`src/rtl/lc3_alu_sequencer.sv`:
```
// Multi-cycle sequencer for the LC-3 operate instructions ADD, AND and NOT.
// It steps through IDLE, DECODE, EXEC and WRITE against an external register file that has one cycle of read latency.
module lc3_alu_sequencer #(
  parameter logic [2:0] NZP_RESET = 3'b010
) (
  input  logic        clk,
  input  logic        rst_n,
  input  logic        instr_valid,
  output logic        instr_ready,
  input  logic [15:0] instr,
  output logic [2:0]  rf_rd_addr_a,
  output logic [2:0]  rf_rd_addr_b,
  input  logic [15:0] rf_rd_data_a,
  input  logic [15:0] rf_rd_data_b,
  output logic        rf_wr_en,
  output logic [2:0]  rf_wr_addr,
  output logic [15:0] rf_wr_data,
  output logic [2:0]  nzp,
  output logic        done,
  output logic        illegal,
  output logic        busy
);

  typedef enum logic [2:0] {
    IDLE,
    DECODE,
    EXEC,
    WRITE,
    FAULT
  } state_t;

  localparam logic [3:0] OP_ADD = 4'b0001;
  localparam logic [3:0] OP_AND = 4'b0101;
  localparam logic [3:0] OP_NOT = 4'b1001;

  state_t      state;
  logic [15:0] instr_q;
  logic        ready_q;
  logic [15:0] imm5_sext;
  logic [15:0] operand_b;
  logic [15:0] alu_result;
  logic        opcode_legal;
  logic [2:0]  result_nzp;

  // Ready is gated by rst_n so it drops the instant reset asserts and is
  // high again straight after release, allowing an accept on the first edge.
  assign instr_ready = ready_q & rst_n;

  always_comb begin
    imm5_sext  = {{11{instr_q[4]}}, instr_q[4:0]};
    operand_b  = instr_q[5] ? imm5_sext : rf_rd_data_b;
    alu_result = '0;
    opcode_legal = 1'b0;
    case (instr_q[15:12])
      OP_ADD: begin
        alu_result   = rf_rd_data_a + operand_b;
        opcode_legal = 1'b1;
      end
      OP_AND: begin
        alu_result   = rf_rd_data_a & operand_b;
        opcode_legal = 1'b1;
      end
      OP_NOT: begin
        alu_result   = ~rf_rd_data_a;
        opcode_legal = 1'b1;
      end
      default: begin
        alu_result   = '0;
        opcode_legal = 1'b0;
      end
    endcase
  end

  always_comb begin
    if (alu_result[15])
      result_nzp = 3'b100;
    else if (alu_result == 16'h0000)
      result_nzp = 3'b010;
    else
      result_nzp = 3'b001;
  end

  // Every output is registered.  The strobes default low each cycle, which keeps each of them to a single-cycle pulse.
  always_ff @(posedge clk or negedge rst_n) begin
    if (!rst_n) begin
      state        <= IDLE;
      instr_q      <= '0;
      ready_q      <= 1'b1;
      busy         <= 1'b0;
      rf_rd_addr_a <= '0;
      rf_rd_addr_b <= '0;
      rf_wr_en     <= 1'b0;
      rf_wr_addr   <= '0;
      rf_wr_data   <= '0;
      nzp          <= NZP_RESET;
      done         <= 1'b0;
      illegal      <= 1'b0;
    end else begin
      rf_wr_en <= 1'b0;
      done     <= 1'b0;
      illegal  <= 1'b0;
      case (state)
        IDLE: begin
          if (instr_valid && ready_q) begin
            instr_q      <= instr;
            rf_rd_addr_a <= instr[8:6];
            rf_rd_addr_b <= instr[2:0];
            ready_q      <= 1'b0;
            busy         <= 1'b1;
            state        <= DECODE;
          end
        end
        DECODE: begin
          if (opcode_legal) begin
            rf_rd_addr_a <= instr_q[8:6];
            rf_rd_addr_b <= instr_q[2:0];
            state        <= EXEC;
          end else begin
            rf_rd_addr_a <= '0;
            rf_rd_addr_b <= '0;
            illegal      <= 1'b1;
            state        <= FAULT;
          end
        end
        EXEC: begin
          rf_rd_addr_a <= '0;
          rf_rd_addr_b <= '0;
          rf_wr_en     <= 1'b1;
          rf_wr_addr   <= instr_q[11:9];
          rf_wr_data   <= alu_result;
          nzp          <= result_nzp;
          done         <= 1'b1;
          state        <= WRITE;
        end
        WRITE: begin
          rf_wr_addr <= '0;
          rf_wr_data <= '0;
          ready_q    <= 1'b1;
          busy       <= 1'b0;
          state      <= IDLE;
        end
        FAULT: begin
          ready_q <= 1'b1;
          busy    <= 1'b0;
          state   <= IDLE;
        end
        default: begin
          rf_rd_addr_a <= '0;
          rf_rd_addr_b <= '0;
          ready_q      <= 1'b1;
          busy         <= 1'b0;
          state        <= IDLE;
        end
      endcase
    end
  end

endmodule

```
`config.mk`:
```
export PLATFORM = sky130hd
export DESIGN_NAME = lc3_alu_sequencer
export DESIGN_NICKNAME = d
export VERILOG_FILES = /design/src/rtl/lc3_alu_sequencer.sv
export SDC_FILE = /design/constraint.sdc
export NUM_CORES = 1
export LEC_CHECK = 0
export ABC_CLOCK_PERIOD_IN_PS = 5050
export CAP_MARGIN = 15
export CORE_ASPECT_RATIO = 2
export CORE_MARGIN = 2
export CORE_UTILIZATION = 54
export DETAILED_ROUTE_END_ITERATION = 8
export MAX_ROUTING_LAYER = met4
export PLACE_DENSITY_LB_ADDON = 0.15
export SETUP_SLACK_MARGIN = 0.5
export SYNTH_ARGS = -nofsm -noshare
export SYNTH_HDL_FRONTEND = slang
export SYNTH_SLANG_ARGS = --single-unit
```
`constraint.sdc`:
```
create_clock -name clk -period 5.05 [get_ports clk]
set_input_delay 0.505 -clock clk [delete_from_list [all_inputs] [get_ports clk]]
set_output_delay 0.505 -clock clk [all_outputs]
set_load 0.02 [all_outputs]
```
==> results.json, run 1 <==
{
  "tightest_slew_ns": 0.931,
  "place_congestion": 0.905,
  "layout.nets": 529,
  "intPower_uw": 732,
  "clock_sinks": 51,
  "synth_area_per_cell_um2": 8.83,
  "cts-resized-gates": 0,
  "p_sw_uw": 252,
  "status": "completed",
  "first_iter_violations": 211,
  "worst_setup_path_end_kind": "register",
  "setup.worst_path.start_class": "register",
  "diodes": 0,
  "power_frac_seq_pct": 41.6,
  "skew_ns": 0.00925,
  "layout-drive-gt1-share_pct": 9.96,
  "drtAntennaViolNets": 0,
  "ys_top_cells_by_area": "dfrtp_1 36%, o21ai_0 7.4%, mux2_2 6.2%, ha_1 5.8%, nand2_1 4.2%",
  "synth_edf_count": 0,
  "setup_viol": 0,
  "powerDensity_nw_per_um2": 221,
  "io_buffers": 83,
  "die_area_um2": 7080,
  "clk_pin_slew_ns": 0.07,
  "critPathMaxFanout": 18,
  "htreeDepth": 2,
  "syn_area_um2": 3450,
  "leakagePower_nw": 1.93,
  "finalHoldViolations": 0,
  "synth_ff_type": "dfrtp_1",
  "pwr-share-clk_pct": 39.7,
  "initial_core_util_pct": 55.1,
  "seq_area_frac_synth_pct": 37.1,
  "synthToLayoutAreaGrowth_pct": 29.0,
  "antenna_found_initial": 0,
  "syn_inst": 391,
  "switching_share_pct": 25.6,
  "rsz0062_at_grt": "false",
  "holdWs_ns": 0.310,
  "hold_buffers": 0,
  "yosysTopAreaCell": "dfrtp_1",
  "combPwrFrac_pct": 18.7,
  "grt_util_all_layers_pct": 30.8,
  "clock_path_buffers": 2,
  "grt_first_pass_wirelength_mm": 15.8,
  "grt_max_degree": 53,
  "period_minus_slack_ns": 3.56,
  "dr.pass1.iters": 4,
  "drv_slew": 0,
  "cts_setup_buffers": 0,
  "syn_nets": 459,
  "async_reset_ff_share_pct": 100,
  "vias_per_cell": 5.98,
  "crit_required_ns": 5.21,
  "synth_seq_cells": 51,
  "synth_cell_types": 63,
  "routed_wl_mm": 9.81,
  "fin_crit_sh_pct": 70.4,
  "final_common_cell": "clkdlybuf4s50_1",
  "fin_tns_setup_ns": 0,
  "yosys_warnings": 0,
  "core_um2": 6260,
  "ioPinCount": 84,
  "hpwl_mm": 7.63,
  "yosysTopAreaCellShare_pct": 35.5,
  "first_global_vias": 3396,
  "cts_made_buffers": 5,
  "most-common-layout-cells": "82 x clkdlybuf4s50_1, 51 x o21ai_0, 49 x dfrtp_1, 39 x nand2_1",
  "cap_violations": 0,
  "fp.dieW_um": 60.5,
  "die_y_um": 117,
  "worst_ir_drop_vdd_uv": 137,
  "fmax_mhz": 281,
  "drc": 0,
  "arrival_ns": 3.72,
  "relSlewSlack_pct": 37.8,
  "num_rows": 41,
  "cts-root-buf": "clkbuf_16",
  "hold_path_class": "in -> async",
  "cts_tree": "yes",
  "wl_per_cell_um": 17.9,
  "vias": 3275,
  "clock_latency_ns": 0.29,
  "overflow": 0,
  "crit_type": "reg -> reg"
}
==> logic make-up after synthesis <==
kind of cell / after synthesis / share of synthesized area, %
buf+inv: 44 / 6.09
xor+xnor: 7 / 1.78
compound gates: 135 / 25.1
fa+ha+maj: 17 / 6.38
flops: 51 / 37.1
mux: 23 / 7.36
simple gates: 114 / 16.3
==> power by group through the flow <==
stage	clock network (mW)	registers, mW	logic [mW]
finish	0.391	0.410	0.184
detailed placement	0	0.417	0.182
CTS	0.396	0.410	0.183
global placement	0	0.417	0.180
global route	0.414	0.409	0.202
floorplan	0	0.418	0.104
==> per-layer routing <==
metal / vias up / GRT usage [%] / part of all wire [%]
li1: 1551 / - / -
met1: 1558 / 29.7 / 35
met2: 122 / 56.0 / 55
met3: 44 / 2.09 / 3.3
met4: 0 / 20.7 / 6.4
met5: - / - / 0
==> area by class of cell <==
class,instances,area (µm²)
timing repair buffer,87,856
sequential,51,1280
clock inverter,3,46.3
tap,86,108
inverter,20,75.1
fill,538,1810
multi-input combinational,296,1960
clock buffer,5,125
==> final timing paths <==
kind / startpoint / endpoint / slack [ns] / depth (start not counted)
max: instr_q[5]$_DFFE_PN0P_ / nzp[0]$_DFFE_PN0P_ / 1.49 / 10
min: rst_n / instr_q[1]$_DFFE_PN0P_ / 0.31 / 2
max reg2reg: instr_q[5]$_DFFE_PN0P_ / nzp[0]$_DFFE_PN0P_ / 1.49 / 10
min reg2reg: rf_rd_addr_a[2]$_DFFE_PN0P_ / rf_rd_addr_a[2]$_DFFE_PN0P_ / 0.48 / 2
max in group asynchronous: rst_n / rf_wr_data[14]$_DFFE_PN0P_ / 4.30 / 2
min in group clk: rf_rd_addr_a[2]$_DFFE_PN0P_ / rf_rd_addr_a[2]$_DFFE_PN0P_ / 0.48 / 2
==> per-stage QoR <==
stage / util, % / power [mW] / instances / setup slack [ns] / cell area [µm²]
after floorplan: - / 0.522 / 391 / 2.09 / 3450
after global placement: 68.4 / 0.597 / 540 / 1.50 / 4280
after detailed placement: 68.4 / 0.600 / 540 / 1.42 / 4280
after CTS: 71.1 / 0.988 / 548 / 1.50 / 4450
after global routing: 71.1 / 1.03 / 548 / 1.21 / 4450
final: 71.1 / 0.984 / 548 / 1.49 / 4450
==> critical path: stages, from the launching register on <==
cell and delay (ns):
dfrtp_1 0.61, nand2_1 0.43, o21ai_0 0.16, ha_1 0.47, nand3_1 0.25, or2_2 0.37, o21a_1 0.20, o2111ai_1 0.23
o21ai_0 0.24, nand4b_1 0.28, a2bb2oi_1 0.17
==> registers in the layout, indices dropped and copies added (netlist names), 3 cells and up <==
register      flops
rf_wr_addr        3
instr_q          16
rf_rd_addr_b      3
rf_rd_addr_a      3
nzp               3
state             3
rf_wr_data       16
==> synthesized netlist by cell type (all sizes together) (5+ instances only) <==
| cell type | instances |
|---|---|
| o22ai | 5 |
| nor2 | 24 |
| nand2 | 40 |
| nor3 | 9 |
| dfrtp | 49 |
| nor2b | 8 |
| ha | 16 |
| inv | 19 |
| o21ai | 53 |
| clkbuf | 13 |
| a21oi | 25 |
| mux2 | 19 |
| buf | 10 |
| nand2b | 12 |
| a22oi | 14 |
No activity file was read; power rests on OpenSTA's default activity.
==> run 2: changes to the inputs <==
Settings changed: ABC_CLOCK_PERIOD_IN_PS 5050 to 3500, CORE_UTILIZATION 54 to 50.
Clock period 5.05 ns to 3.5 ns, I/O delays scaled along.
==> run 2 against run 1 <==
Clock power is 42% higher. Utilization hardly changed. Fmax is 22% higher. Sequential share of layout area is 1.8 points lower. Die area is 7.6% higher. Clock skew is 0.00090 ns lower. Critical endpoint unchanged. Largest cell class unchanged.
==> results.json, run 2 (synthesized netlist as in run 1, its figures left out) <==
{
  "crit_top_cell": "nor3_1",
  "first_iter_violations": 157,
  "ioPinCount": 84,
  "hpwl_mm": 8.19,
  "core_um2": 6670,
  "fin_tns_setup_ns": 0,
  "drtAntennaViolNets": 0,
  "leakagePower_nw": 2.07,
  "place_inst": 553,
  "top_regs": "instr_q x16, rf_wr_data x16",
  "worst_ir_drop_vdd_uv": 195,
  "clock_sinks": 51,
  "startpoint": "instr_q[5]$_DFFE_PN0P_",
  "cp_slowest_cell": "dfrtp_2",
  "final_common_cell": "clkdlybuf4s50_1",
  "drv_slew": 0,
  "most-common-layout-cells": "82 x clkdlybuf4s50_1, 48 x dfrtp_1, 47 x o21ai_0, 38 x nand2_1, 25 x buf_4",
  "cts-root-buf": "clkbuf_16",
  "setup.worst_path.start_class": "register",
  "layout-drive-gt1-share_pct": 18.6,
  "cpLargestDelayFamily": "simple AND/OR/NAND/NOR gates",
  "rsz0062_at_grt": "true",
  "vias_per_cell": 5.90,
  "critPathMaxStageDelay_ns": 0.46,
  "place_congestion": 0.928,
  "htreeDepth": 2,
  "finalHoldViolations": 0,
  "vias": 3372,
  "layout.nets": 551,
  "instances_no_fill": 572,
  "dr.pass1.iters": 4,
  "cts_tree": "yes",
  "die_area_um2": 7620,
  "antenna_found_initial": 0,
  "grt_util_all_layers_pct": 30.1,
  "path_buf_inv": 2,
  "worst_setup_path_end_kind": "register",
  "fin_crit_sh_pct": 83.0,
  "clock_latency_ns": 0.29,
  "hold_buffers": 0,
  "status": "completed",
  "diodes": 0,
  "die_y_um": 121,
  "clock_path_buffers": 2,
  "skew_ns": 0.00835,
  "grt_first_pass_wirelength_mm": 17.1,
  "drc": 0,
  "num_rows": 42,
  "overflow": 0,
  "clk_pin_slew_ns": 0.07,
  "wl_per_cell_um": 18.5,
  "relSlewSlack_pct": 49.8,
  "r2r_start": "instr_q[5]$_DFFE_PN0P_",
  "grt_max_degree": 52,
  "arrival_ns": 3.06,
  "fp.dieW_um": 62.7,
  "crit_type": "reg -> reg",
  "crit_required_ns": 3.66,
  "routed_wl_mm": 10.6,
  "cap_violations": 0,
  "hold_path_class": "in -> async",
  "fillers": 559,
  "synthToLayoutAreaGrowth_pct": 37.6,
  "r2r_slack_ns": 0.59,
  "setup_viol": 0,
  "fmax_mhz": 344,
  "critPathMaxFanout": 5,
  "cts_made_buffers": 5,
  "first_global_vias": 3506,
  "finalPower_mw": 1.45,
  "period_minus_slack_ns": 2.91,
  "powerDensity_nw_per_um2": 306,
  "initial_core_util_pct": 51.7,
  "path_cells": "mux2_2 > ha_4 > inv_1 > fa_2 > nand2b_4 > a211oi_4 > buf_4 > nor3_1 > nor3_1 > a21oi_2 > nor4b_2 > nand4b_1 > a2bb2oi_1",
  "io_buffers": 83,
  "tightest_slew_ns": 0.744
}
## run 2: cell types whose count changed in the layout (fill, tap and decap cells not counted), sizes merged
cell	delta
buf	+22
clkinv	+1
clkinvlp	-1
## run 2: cell type report
cell class	count	area [µm²]	area share, %
well taps	88	110	2.32
multi-input cells	296	2080	43.9
clock buffers	5	125	2.64
repair buffers	109	1020	21.6
clock inverters	3	47.5	1.00
flip-flops and latches	51	1280	27.0
inverters	20	75.1	1.58
## run 2: through the flow
stage                     cell area (µm²)  hold slack, ns  setup slack, ns  util, %
final                                4750           0.213            0.594     71.1
after global routing                 4750           0.270            0.416     71.1
after CTS                            4620           0.258            0.506     69.2
after detailed placement             4360           0.470           0.0763     65.4
after global placement               4360           0.462            0.158     65.4
after floorplan                      3450          0.0544            0.541        -
## run 2: repair_timing
action / 4_1_cts / 5_1_grt
gates resized for setup: 11 / 19
endpoints found under the setup margin: 5 / 8
pin swaps: 6 / 17
buffers inserted: 4 / 7
## run 2: routing by layer
metal / global-route usage, % / vias to the layer above / wire [µm]
met4: 20.7 / 0 / 728
met5: - / - / 0
met3: 3.15 / 51 / 311
li1: - / 1599 / -
met1: 28.4 / 1606 / 3590
met2: 56.0 / 116 / 5930
## run 2: final timing paths
| check | to | cells after the start |
|---|---|---|
| worst max-delay path | nzp[0]$_DFFE_PN0P_ | 13 |
| worst min-delay path | instr_q[4]$_DFFE_PN0P_ | 2 |
| worst max register to register | nzp[0]$_DFFE_PN0P_ | 13 |
| worst min register to register | rf_wr_data[2]$_DFFE_PN0P_ | 2 |
| max in group asynchronous | instr_q[5]$_DFFE_PN0P_ | 2 |
| min in group clk | rf_wr_data[2]$_DFFE_PN0P_ | 2 |
## run 2: where the power goes
group / total, mW / switching [mW] / internal (mW)
combinational: 0.304 / 0.156 / 0.148
sequential: 0.591 / 0.000779 / 0.590
clock: 0.556 / 0.215 / 0.341
total: 1.45 / 0.372 / 1.08
==> run 3: changes to the inputs <==
Settings changed: ABC_CLOCK_PERIOD_IN_PS 3500 to 2470, CORE_UTILIZATION 50 to 45.
Clock period 3.5 ns to 2.47 ns, I/O delays scaled along.
==> run 3 against run 2 <==
The run now ends with negative setup slack left. Global-route usage shrank 3.3 points. Register-to-register slack lost 1.1 ns. Cell area rose by 16%. Sequential share of layout area decreased by 3.7 points. Worst hold slack lost 0.14 ns. Critical endpoint unchanged. Critical path depth down 1. Power increased by 45%. Clock skew is 0.0034 ns lower. Fmax shrank 2.2%.
==> results.json, run 3 (synthesized netlist as in run 1, its figures left out) <==
{
  "dr.pass1.iters": 5,
  "setup.worst_path.start_class": "register",
  "worst_ir_drop_vdd_uv": 395,
  "ioPinCount": 84,
  "vias": 3616,
  "htreeDepth": 2,
  "critPathMaxFanout": 7,
  "clock_latency_ns": 0.29,
  "io_buffers": 83,
  "dpl-instance-area_um2": 4930,
  "clk_pin_slew_ns": 0.07,
  "failed_checks": "negative setup slack",
  "period_minus_slack_ns": 2.97,
  "finalPower_mw": 2.11,
  "fp.dieW_um": 65.9,
  "first_iter_violations": 202,
  "tightest_slew_ns": 0.623,
  "hpwl_mm": 8.03,
  "layout.nets": 619,
  "leakagePower_nw": 2.48,
  "cap_violations": 0,
  "hold_buffers": 0,
  "place_inst": 620,
  "fmax_mhz": 337,
  "layout-drive-gt1-share_pct": 32.4,
  "reg2reg_depth": 12,
  "cts_tree": "yes",
  "die_area_um2": 8430,
  "setup_viol": 14,
  "overflow": 0,
  "relSlewSlack_pct": 58.0,
  "arrival_ns": 3.14,
  "synthToLayoutAreaGrowth_pct": 59.2,
  "fillers": 540,
  "drtAntennaViolNets": 0,
  "initial_core_util_pct": 46.1,
  "design_area_um2": 5490,
  "top_regs": "instr_q x16, rf_wr_data x16",
  "vias_per_cell": 5.60,
  "grt_max_degree": 52,
  "wl_per_cell_um": 16.6,
  "crit_required_ns": 2.64,
  "grt_first_pass_wirelength_mm": 17.0,
  "clock_path_buffers": 2,
  "first_global_vias": 3710,
  "diodes": 0,
  "finalHoldViolations": 0,
  "grt_util_all_layers_pct": 26.8,
  "core_um2": 7490,
  "pre_cts_slack_ns": -0.557,
  "worst_setup_path_end_kind": "register",
  "crit_type": "reg -> reg",
  "powerDensity_nw_per_um2": 384,
  "instances_no_fill": 646,
  "antenna_found_initial": 0,
  "status": "finished with violations",
  "place_congestion": 0.934,
  "r2r_slack_ns": -0.50,
  "hold_path_class": "in -> async",
  "r2r_start": "instr_q[5]$_DFFE_PN0P_",
  "cts-root-buf": "clkbuf_16",
  "num_rows": 45,
  "clock_sinks": 51,
  "fin_crit_sh_pct": 120,
  "most-common-layout-cells": "83 x buf_4, 82 x clkdlybuf4s50_1, 48 x dfrtp_1, 43 x o21ai_0, 39 x nand2_1",
  "cts_made_buffers": 5,
  "rsz0062_at_grt": "true",
  "drv_slew": 0,
  "fin_tns_setup_ns": -3.31,
  "die_y_um": 128,
  "skew_ns": 0.00491,
  "fin_ws_ns": -0.501,
  "drc": 0,
  "routed_wl_mm": 10.7,
  "final_common_cell": "buf_4",
  "r2r_end": "nzp[0]$_DFFE_PN0P_"
}
run 3: cell types whose count changed in the layout (fill, tap and decap cells not counted), moves of 3 or more:
cell,previous run,this run
a21oi_4,1,4
buf_4,25,83
buf_6,1,11
nor2_1,24,21
nor2_2,0,3
nor3_1,9,6
o21ai_0,47,43
o21ai_1,5,8
xnor2_1,4,1
xnor2_2,0,3
run 3: layout make-up:
| type | count | area, µm² | area share, % |
|---|---|---|---|
| inverter | 20 | 75.1 | 1.37 |
| clock buffer | 6 | 129 | 2.35 |
| multi-input combinational | 296 | 2300 | 41.9 |
| tap | 94 | 118 | 2.14 |
| clock inverter | 2 | 17.5 | 0.319 |
| timing repair buffer | 177 | 1570 | 28.6 |
| sequential | 51 | 1280 | 23.3 |
run 3: layer usage:
metal | part of all wire (%) | global-route usage (%)
met1 | 39 | 29.7
met2 | 52 | 45.9
met3 | 5.2 | 3.07
met4 | 4.0 | 14.1
met5 | 0 | -
run 3: repair_timing:
item,in CTS,in global routing
gates resized for setup,35,18
cloned,0,0
pin swaps,23,25
setup buffers,13,5
setup endpoints to repair,20,19
run 3: how the worst max path moves through the flow:
stage | from | to | slack (ns) | cells past startpoint
2_1_floorplan | instr_q[5]$_DFFE_PN0P_ | nzp[0]$_DFFE_PN0P_ | -0.22 | 13
3_3_place_gp | rf_rd_data_b[0] | nzp[0]$_DFFE_PN0P_ | -0.49 | 13
3_5_place_dp | rf_rd_data_b[0] | nzp[0]$_DFFE_PN0P_ | -0.56 | 13
4_1_cts | instr_q[5]$_DFFE_PN0P_ | nzp[0]$_DFFE_PN0P_ | -0.32 | 13
5_1_grt | instr_q[5]$_DFFE_PN0P_ | nzp[0]$_DFFE_PN0P_ | -0.60 | 12
6_report | instr_q[5]$_DFFE_PN0P_ | nzp[0]$_DFFE_PN0P_ | -0.50 | 12
run 3: per-stage QoR:
| stage | hold slack (ns) | util, % |
|---|---|---|
| floorplan | -0.0486 | - |
| global placement | 0.403 | 65.9 |
| detailed placement | 0.413 | 65.9 |
| CTS | 0.0950 | 71.2 |
| global route | 0.121 | 73.4 |
| finish | 0.0728 | 73.4 |
run 3: where the power goes:
part / leakage, nW / switching [mW] / internal, mW / total (mW)
clock: 0.0710 / 0.297 / 0.379 / 0.677
combinational: 1.77 / 0.272 / 0.325 / 0.597
sequential: 0.643 / 0.000830 / 0.837 / 0.837
run 3: critical path, stage by stage, from the launching register on:
cell and delay (ns):
dfrtp_2 0.47, mux2_4 0.33, ha_4 0.17, buf_4 0.15, a21oi_4 0.14, nand4b_1 0.19, buf_4 0.15, nand2_2 0.06
a311o_1 0.31, a32oi_2 0.26, nor4b_4 0.24, nand4b_1 0.21, a2bb2oi_2 0.18
==> RTL change: new RTL, flow settings as in run 2 <==
The 5 states of `state_t` get a one-hot encoding in 5 bits.
--- a/src/rtl/lc3_alu_sequencer.sv
+++ b/src/rtl/lc3_alu_sequencer.sv
@@ -22,10 +22,10 @@
 );
 
-  typedef enum logic [2:0] {
-    IDLE,
-    DECODE,
-    EXEC,
-    WRITE,
-    FAULT
+  typedef enum logic [4:0] {
+    IDLE   = 5'b00001,
+    DECODE = 5'b00010,
+    EXEC   = 5'b00100,
+    WRITE  = 5'b01000,
+    FAULT  = 5'b10000
   } state_t;
 
Check against the original RTL: no difference found for any inputs over 10 cycles, from zero or initial values and one cycle with rst_n low; not proved beyond that.
==> RTL change against run 2 <==
Clock skew shrank 0.0022 ns. Global-route usage fell by 1.0 points. Cell area is 6.4% higher. Synthesized area is 2.7% higher. Largest cell class unchanged. Critical path type unchanged. Core utilization rose by 2.2 points. Sequential cell count grew 2. Worst hold slack got worse by 0.023 ns. Maximum frequency shrank 4.4%. Critical path depth rose by 1. Setup slack got worse by 0.13 ns. Wire length grew 0.63%.
Power is not compared: it rests on default switching activity, and its combinational part moved more than twofold at a synthesized area within 25%.
==> RTL change: results (changes against run 2) <==
worst_clk_skew_ns: 0.00611  # was 0.00835 ns
timing.fmax_ghz: 0.329  # was 0.344 GHz
clock_sink_count: 53  # was 51
grt_start_max_net_pins: 54  # was 52
vias: 3476  # was 3372
comb.multi_input.count: 284  # was 296
tap-cell-count: 90  # was 88
totalWireLength_microns: 10600  # about the same
placed_cells_incl_taps: 563  # was 553
nonClockInverterCount: 22  # was 20
grt_use_met2_pct: 54.4  # was 56.0%
postPlaceCellArea_sq_um: 4610  # was 4360 sq um
routed-wl-met3_microns: 365  # was 311 microns
worst_path_dominant_cell_family: "compound AO/OA/AOI/OAI gates"  # was simple AND/OR/NAND/NOR gates
grt_first_pass_wirelength_microns: 17000  # was 17100 microns
worst-path-max-fanout: 12  # was 5
fin_worst_hold_slack_ns: 0.190  # was 0.213 ns
cts_setup_buffers: 5  # was 4
largestRegisters: "instr_q x16, rf_wr_data x16, state x5"  # was instr_q x16, rf_wr_data x16
synth_area_per_cell_sq_um: 9.28  # was 8.83 sq um
cts.repair.resized: 30  # was 11
reg2reg_slack_ns: 0.46  # was 0.59 ns
net_count_of_the_mapped_netlist: 450  # was 459
yosysUniqueCellTypes: 70  # was 63
multi_input_comb_area_sq_um: 2230  # was 2080 sq um
signal_buffer_area_fraction_pct: 22.3  # was 21.6%
post-dp-hpwl_microns: 8160  # was 8190 microns
ff2ff_path_depth: 14  # was 13
total_of_fill_cells_in_the_finished_design: 567  # was 559
grt_usage_pct: 29.0  # was 30.1%
route.detailed.wl_per_inst_microns: 18.3  # was 18.5 microns
dp_worst_setup_slack_ns: 0.0303  # was 0.0763 ns
max_slew.worst_pin.slew_ns: 1.04  # was 0.744 ns
status: "completed"  # unchanged
synth.yosys.seq_area_share_pct: 37.5  # was 37.1%
wl_met1_microns: 3710  # was 3590 microns
worstPathArrival_ns: 3.27  # was 3.06 ns
-- RTL change: cell types whose count changed in the layout (fill, tap and decap cells not counted), sizes merged, moves of 5 or more --
cell,change
a22o,+6
a22oi,-8
buf,+13
nand2,-9
nand2b,-7
nor4,+5
o21ai,-16
-- RTL change: kinds of logic after synthesis --
group	synth area share [%]
compound gates	24.8
xor+xnor	1.48
fa+ha+maj	6.21
buf+inv	5.30
flops	37.5
mux	7.17
simple gates	17.5
-- RTL change: worst register-to-register path: stages (launching register included) --
cell and delay, ns:
dfrtp_2 0.47, buf_4 0.16, buf_6 0.16, o21ai_1 0.10, ha_1 0.38, buf_4 0.16, nand4_1 0.15, nor2_1 0.16
nand3_1 0.11, o221ai_2 0.25, xor2_1 0.13, a221oi_2 0.30, buf_4 0.18, a21oi_1 0.04, o21ba_1 0.23
-- RTL change: power by group --
part	internal, W	switching, W
Combinational	0.00137	0.00152
Clock	0.000339	0.000225
Sequential	0.000827	0.000179
Total	0.00253	0.00193
